## src/rtl/mac_unit_simd_if.sv

```systemverilog
// Operand/result bus for mac_unit_simd; master drives beats, slave is the MAC.
interface mac_unit_simd_if #(
  parameter int unsigned N         = 16,
  parameter int unsigned SUM_WIDTH = 2 * N + 4,
  parameter int unsigned KW        = 8
);
  logic                 in_valid;
  logic                 mode_8b;
  logic [N-1:0]         xin;
  logic [N-1:0]         win;
  logic [SUM_WIDTH-1:0] acc_in;
  logic [KW-1:0]        k_len;
  logic [SUM_WIDTH-1:0] mac_out;
  logic                 out_valid;
  logic [N-1:0]         xout;
  logic                 xout_valid;
  logic                 busy;
  logic                 sat_flag;

  modport master (
    output in_valid, mode_8b, xin, win, acc_in, k_len,
    input  mac_out, out_valid, xout, xout_valid, busy, sat_flag
  );

  modport slave (
    input  in_valid, mode_8b, xin, win, acc_in, k_len,
    output mac_out, out_valid, xout, xout_valid, busy, sat_flag
  );
endinterface

```

## src/rtl/mac_unit_simd.sv

```systemverilog
// Pipelined windowed MAC with full-width or dual-lane SIMD multiply.
// Optional saturating accumulation is enabled by defining MAC_SAT_EN.
module mac_unit_simd #(
  parameter int unsigned N         = 16,
  parameter int unsigned SUM_WIDTH = 2 * N + 4,
  parameter int unsigned KW        = 8
) (
  input  logic             clk,
  input  logic             rst,
  mac_unit_simd_if.slave   bus
);
  localparam int unsigned HALF = N / 2;

  // Window framing state
  logic [KW-1:0]        cnt_q;
  logic                 mode_q;
  logic [SUM_WIDTH-1:0] bias_q;

  // Stage 1: product register with window tags
  logic                 s1_vld;
  logic                 s1_first;
  logic                 s1_last;
  logic [SUM_WIDTH-1:0] s1_p;

  // Stage 2: running accumulator and emit flag
  logic [SUM_WIDTH-1:0] acc_q;
  logic                 sat_q;
  logic                 s2_emit;

  // Combinational helpers
  logic                 is_first_c;
  logic [KW-1:0]        cnt_nxt_c;
  logic                 is_last_c;
  logic                 mode_eff_c;
  logic [2*N-1:0]       xf_c, wf_c, prod_full_c;
  logic [N-1:0]         xh_c, wh_c, xl_c, wl_c, prod_hi_c, prod_lo_c;
  logic [N:0]           dot_c;
  logic [SUM_WIDTH-1:0] p_c;
  logic [SUM_WIDTH-1:0] base_c, sum_c, acc_nxt_c;
  logic                 sat_nxt_c;

  // Beat counter next value and first/last classification
  always_comb begin
    is_first_c = (cnt_q == '0);
    cnt_nxt_c  = cnt_q - KW'(1);
    if (is_first_c) begin
      cnt_nxt_c = (bus.k_len == '0) ? '0 : bus.k_len - KW'(1);
    end
    is_last_c  = (cnt_nxt_c == '0);
    mode_eff_c = is_first_c ? bus.mode_8b : mode_q;
  end

  // Product: full N x N, or sum of two signed N/2 lane products
  always_comb begin
    xf_c        = {{N{bus.xin[N-1]}}, bus.xin};
    wf_c        = {{N{bus.win[N-1]}}, bus.win};
    prod_full_c = xf_c * wf_c;
    xh_c        = {{HALF{bus.xin[N-1]}}, bus.xin[N-1:HALF]};
    wh_c        = {{HALF{bus.win[N-1]}}, bus.win[N-1:HALF]};
    xl_c        = {{HALF{bus.xin[HALF-1]}}, bus.xin[HALF-1:0]};
    wl_c        = {{HALF{bus.win[HALF-1]}}, bus.win[HALF-1:0]};
    prod_hi_c   = xh_c * wh_c;
    prod_lo_c   = xl_c * wl_c;
    dot_c       = {prod_hi_c[N-1], prod_hi_c} + {prod_lo_c[N-1], prod_lo_c};
    if (mode_eff_c) begin
      p_c = {{(SUM_WIDTH-N-1){dot_c[N]}}, dot_c};
    end else begin
      p_c = {{(SUM_WIDTH-2*N){prod_full_c[2*N-1]}}, prod_full_c};
    end
  end

  // Accumulate: first beat restarts from the latched bias
  always_comb begin
    base_c    = s1_first ? bias_q : acc_q;
    sum_c     = base_c + s1_p;
    acc_nxt_c = sum_c;
    sat_nxt_c = 1'b0;
`ifdef MAC_SAT_EN
    if ((base_c[SUM_WIDTH-1] == s1_p[SUM_WIDTH-1]) &&
        (sum_c[SUM_WIDTH-1] != base_c[SUM_WIDTH-1])) begin
      acc_nxt_c = base_c[SUM_WIDTH-1] ? {1'b1, {(SUM_WIDTH-1){1'b0}}}
                                      : {1'b0, {(SUM_WIDTH-1){1'b1}}};
      sat_nxt_c = 1'b1;
    end
    if (!s1_first) begin
      sat_nxt_c = sat_nxt_c | sat_q;
    end
`endif
  end

  // Window framing, stored mode/bias and busy
  always_ff @(posedge clk) begin
    if (rst) begin
      cnt_q    <= '0;
      mode_q   <= 1'b0;
      bias_q   <= '0;
      bus.busy <= 1'b0;
    end else if (bus.in_valid) begin
      cnt_q    <= cnt_nxt_c;
      bus.busy <= !is_last_c;
      if (is_first_c) begin
        mode_q <= bus.mode_8b;
        bias_q <= bus.acc_in;
      end
    end
  end

  // Stage 1 register; contents hold across stalls, valid bit does not
  always_ff @(posedge clk) begin
    if (rst) begin
      s1_vld   <= 1'b0;
      s1_first <= 1'b0;
      s1_last  <= 1'b0;
      s1_p     <= '0;
    end else begin
      s1_vld <= bus.in_valid;
      if (bus.in_valid) begin
        s1_first <= is_first_c;
        s1_last  <= is_last_c;
        s1_p     <= p_c;
      end
    end
  end

  // Stage 2 accumulator and result output register
  always_ff @(posedge clk) begin
    if (rst) begin
      acc_q         <= '0;
      sat_q         <= 1'b0;
      s2_emit       <= 1'b0;
      bus.out_valid <= 1'b0;
      bus.mac_out   <= '0;
      bus.sat_flag  <= 1'b0;
    end else begin
      if (s1_vld) begin
        acc_q <= acc_nxt_c;
        sat_q <= sat_nxt_c;
      end
      s2_emit       <= s1_vld & s1_last;
      bus.out_valid <= s2_emit;
      if (s2_emit) begin
        bus.mac_out  <= acc_q;
        bus.sat_flag <= sat_q;
      end
    end
  end

  // Systolic forward of the activation stream
  always_ff @(posedge clk) begin
    if (rst) begin
      bus.xout       <= '0;
      bus.xout_valid <= 1'b0;
    end else begin
      bus.xout_valid <= bus.in_valid;
      if (bus.in_valid) begin
        bus.xout <= bus.xin;
      end
    end
  end
endmodule

```

## src/flat_wrapper.sv

```systemverilog
// flat-port wrapper written by rule: the top's interface ports become plain ports
module mac_unit_simd_flat 
#(
  parameter int unsigned N         = 16,
  parameter int unsigned SUM_WIDTH = 2 * N + 4,
  parameter int unsigned KW        = 8
)
  (clk, rst, bus_in_valid, bus_mode_8b, bus_xin, bus_win, bus_acc_in, bus_k_len, bus_mac_out, bus_out_valid, bus_xout, bus_xout_valid, bus_busy, bus_sat_flag);
  mac_unit_simd_if #(.N(N), .SUM_WIDTH(SUM_WIDTH), .KW(KW)) bus_i ();
  input  logic clk;
  input  logic rst;
  input wire logic [$bits(bus_i.in_valid)-1:0] bus_in_valid;
  input wire logic [$bits(bus_i.mode_8b)-1:0] bus_mode_8b;
  input wire logic [$bits(bus_i.xin)-1:0] bus_xin;
  input wire logic [$bits(bus_i.win)-1:0] bus_win;
  input wire logic [$bits(bus_i.acc_in)-1:0] bus_acc_in;
  input wire logic [$bits(bus_i.k_len)-1:0] bus_k_len;
  output wire logic [$bits(bus_i.mac_out)-1:0] bus_mac_out;
  output wire logic [$bits(bus_i.out_valid)-1:0] bus_out_valid;
  output wire logic [$bits(bus_i.xout)-1:0] bus_xout;
  output wire logic [$bits(bus_i.xout_valid)-1:0] bus_xout_valid;
  output wire logic [$bits(bus_i.busy)-1:0] bus_busy;
  output wire logic [$bits(bus_i.sat_flag)-1:0] bus_sat_flag;
  assign bus_i.in_valid = bus_in_valid;
  assign bus_i.mode_8b = bus_mode_8b;
  assign bus_i.xin = bus_xin;
  assign bus_i.win = bus_win;
  assign bus_i.acc_in = bus_acc_in;
  assign bus_i.k_len = bus_k_len;
  assign bus_mac_out = bus_i.mac_out;
  assign bus_out_valid = bus_i.out_valid;
  assign bus_xout = bus_i.xout;
  assign bus_xout_valid = bus_i.xout_valid;
  assign bus_busy = bus_i.busy;
  assign bus_sat_flag = bus_i.sat_flag;
  mac_unit_simd #(.N(N), .SUM_WIDTH(SUM_WIDTH), .KW(KW)) u_core (.clk(clk), .rst(rst), .bus(bus_i));
endmodule
```

## config.mk

```make
export PLATFORM = sky130hd
export DESIGN_NAME = mac_unit_simd_flat
export DESIGN_NICKNAME = d
export VERILOG_FILES = /design/src/rtl/mac_unit_simd_if.sv /design/src/rtl/mac_unit_simd.sv /design/src/flat_wrapper.sv
export SDC_FILE = /design/constraint.sdc
export NUM_CORES = 1
export LEC_CHECK = 0
export ABC_CLOCK_PERIOD_IN_PS = 14400
export BUFFER_PORTS_ARGS = -buffer_cell sky130_fd_sc_hd__buf_2
export CORE_AREA = 2 2 262 264
export DETAILED_ROUTE_END_ITERATION = 12
export DIE_AREA = 0 0 264 266
export PLACE_DENSITY = 0.48
export SYNTH_ARGS = -nofsm -noshare
export SYNTH_HDL_FRONTEND = slang
export SYNTH_SLANG_ARGS = --single-unit
export TNS_END_PERCENT = 5
```

## constraint.sdc

```tcl
create_clock -name clk -period 14.4 [get_ports clk]
set_input_delay 2.88 -clock clk [delete_from_list [all_inputs] [get_ports clk]]
set_output_delay 2.88 -clock clk [all_outputs]
set_load 0.01 [all_outputs]
```

==> impl_metrics.json <==
{
  "cts_setup_buffers": 0,
  "synth.distinct_cells": 79,
  "post-route-period-util": 0.6800,
  "reg2reg_slack_ns": 10.48,
  "hold-worst-slack_ns": 0.4252,
  "async_flop_share": 0,
  "layout_commonest_cell": "inv_1",
  "rows": 96,
  "r2r-end": "u_core.acc_q[33]",
  "rsz0062_at_grt": "false",
  "cts.sinks": 171,
  "synth_area_sq_um": 23330,
  "avgSynthCellArea_sq_um": 8.985,
  "period_needed_ns": 9.791,
  "cts_tree": "built",
  "reg2reg_from": "u_core.s1_first",
  "final_cell_mix": "inv_1 (550), fa_1 (406), nand2_1 (283), nor2_1 (186), ha_1 (171)",
  "hpwl_microns": 54890,
  "grtUsageTotal": 0.1949,
  "netlist.area_leader.share": 0.3483,
  "yosysSeqAreaShare": 0.1467,
  "synth_ff_type": "dfxtp_1",
  "grt_pass1_vias": 18630,
  "antenna_found_initial": 4,
  "critical_path_class": "input pin to flip-flop",
  "vias": 17370,
  "syn_inst": 2597,
  "min-delay-start": "u_core.s1_last",
  "status": "completed",
  "yosys_register_bits": 171,
  "max_freq_mhz": 102.1,
  "ant_nets": 0,
  "die_h_microns": 266,
  "syn2layout_area_growth_pct": 9.121,
  "hold_path.class": "flip-flop to flip-flop",
  "drv_cap": 0,
  "dp.cells": 3528,
  "clock_latency_ns": 0.45,
  "start_kind": "input pin",
  "cts_hold_buf": 0,
  "slew-limit-headroom": 0.3783,
  "cts_buffers": 17,
  "synth-edff-count": 0,
  "crit_required_ns": 14.77,
  "die_area_sq_um": 70220,
  "n_antenna_cell": 0,
  "drive_above_1_share": 0.09186,
  "final_nets": 3322,
  "grt_pass1_wl_microns": 105700,
  "hold_viol_final": 0,
  "h-tree-depth": 4,
  "skew_ns": 0.01292,
  "clkTransAtPathRegs_ns": 0.07,
  "num_io_pins": 136,
  "cp.arrival_ns": 10.16,
  "setup-tns-final_ns": 0,
  "gp_congestion": 0.9076,
  "clockBufferDepth": 2,
  "setup_viol": 0,
  "die_x_microns": 264,
  "hold_path_depth": 2,
  "synth_top_area_cell": "fa_1",
  "synth_nets": 3254,
  "drc": 0,
  "path_max_fanout": 13,
  "start_util": 0.3444,
  "cts_resized": 0,
  "clock-root-buffer": "clkbuf_16",
  "core_sq_um": 67750,
  "drv_slew": 0,
  "port_buffers": 134,
  "firstDrtPassIters": 5,
  "yosys_warnings": 0,
  "yosys-top-cells-area": "fa_1 (35%), dfxtp_1 (15%), ha_1 (9.2%), inv_1 (8.8%), nand2_1 (4.6%)",
  "grt_max_degree": 92,
  "dr.first_iter.drc_count": 1147,
  "totalWireLength_microns": 66350,
  "endpoint_kind": "flip-flop",
  "whs_endpoint": "u_core.s2_emit",
  "final_cell_count_no_fill": 3560,
  "avgViaCountPerCell": 4.880,
  "reg2reg_depth": 14,
  "grt-ovfl-total": 0,
  "post_drt_wl_per_cell_microns": 18.64,
  "worstMarginPinSlew_ns": 0.9325
}
## registers in the layout (all words and copies together) (netlist names)
name	count
u_core.s2_emit	1
u_core.mode_q	1
u_core.acc_q	36
u_core.bus.mac_out	36
u_core.bus.out_valid	1
u_core.bus.busy	1
u_core.bus.xout	16
u_core.s1_vld	1
u_core.bias_q	36
u_core.s1_last	1
u_core.cnt_q	8
u_core.s1_first	1
u_core.s1_p	32
## routing by layer
layer	global-route usage	up-vias	wire length [microns]
met5	0	-	45
met4	0.03854	6	1083
met3	0.02588	55	2808
met2	0.3319	371	31460
met1	0.2656	8734	30960
li1	-	8207	-
## area by class of cell
class	instances	area, sq um
Tap cell	882	1104
Multi-Input combinational cell	1781	17490
Inverter	552	2072
Timing Repair Buffer	142	739.5
Sequential cell	171	3426
Fill cell	7038	42280
Clock inverter	11	156.4
Clock buffer	21	470.5
## cell usage after synthesis, drive strengths merged, types with 3 or more instances
cell     number
a211oi       29
nor3         38
nor2b         6
a211o         5
mux2i        78
nand2       284
o31ai         3
o31a          3
ha          171
or3           8
a31oi         9
xor2         30
o21bai        7
or2           3
nand3        16
and4          4
nand2b       22
o221ai        5
o21a         12
mux2         35
a311oi        9
and3          9
nor2        186
a21o         24
a2111oi       6
nor4          5
o22ai         6
o21ai        53
a21boi        5
buf          15
fa          406
o211ai        5
xnor2        60
inv         550
dfxtp       171
a21oi       109
clkbuf       78
nand4         3
and2        101
## kinds of logic (layout without fill, tap and decap cells)
family,Yosys count,count (layout),synth area share
DFF,171,171,0.1467
other,1,1,0.0001607
adders and majority gates,577,577,0.4400
muxes,113,113,0.05051
AOI/OAI and AO/OA,309,309,0.08928
and+or+nand+nor,691,691,0.1346
buffers and inverters,645,726,0.1046
xor gates and xnor gates,90,90,0.03410
## worst max-delay path by stage
stage                      from         endpoint  slack, ns  depth (start not counted)
floorplan            bus_xin[7]  u_core.s1_p[24]       5.66                         22
global placement    bus_win[15]  u_core.s1_p[23]       4.25                         24
detailed placement  bus_win[15]  u_core.s1_p[30]       4.30                         24
CTS                 bus_win[15]  u_core.s1_p[30]       4.74                         24
global route        bus_win[15]  u_core.s1_p[30]       4.30                         25
finish              bus_win[15]  u_core.s1_p[30]       4.61                         24
## through the flow
step | setup slack (ns) | util | area, sq um
CTS | 4.737 | 0.3759 | 25460
floorplan | 5.662 | - | 23330
global route | 4.297 | 0.3759 | 25460
detailed placement | 4.303 | 0.3666 | 24840
global placement | 4.250 | 0.3666 | 24840
finish | 4.609 | 0.3759 | 25460
## critical path, cell delays in order
cell,delay (ns)
buf_2,0.22
clkinv_1,0.42
nor2_1,0.56
fa_1,0.50
inv_1,0.09
fa_1,0.42
inv_1,0.10
fa_1,0.41
fa_1,0.48
fa_1,0.49
inv_1,0.06
fa_1,0.57
inv_1,0.07
ha_1,0.33
o21a_1,0.22
a21oi_1,0.49
o21ai_0,0.34
o221ai_2,0.25
mux2i_2,0.12
a2111oi_4,0.33
buf_4,0.32
nand2b_4,0.21
a21oi_1,0.06
nor3_1,0.19
Power is not shown: default switching activity piles up to over one toggle a cycle in this logic, so the estimate is an artifact.
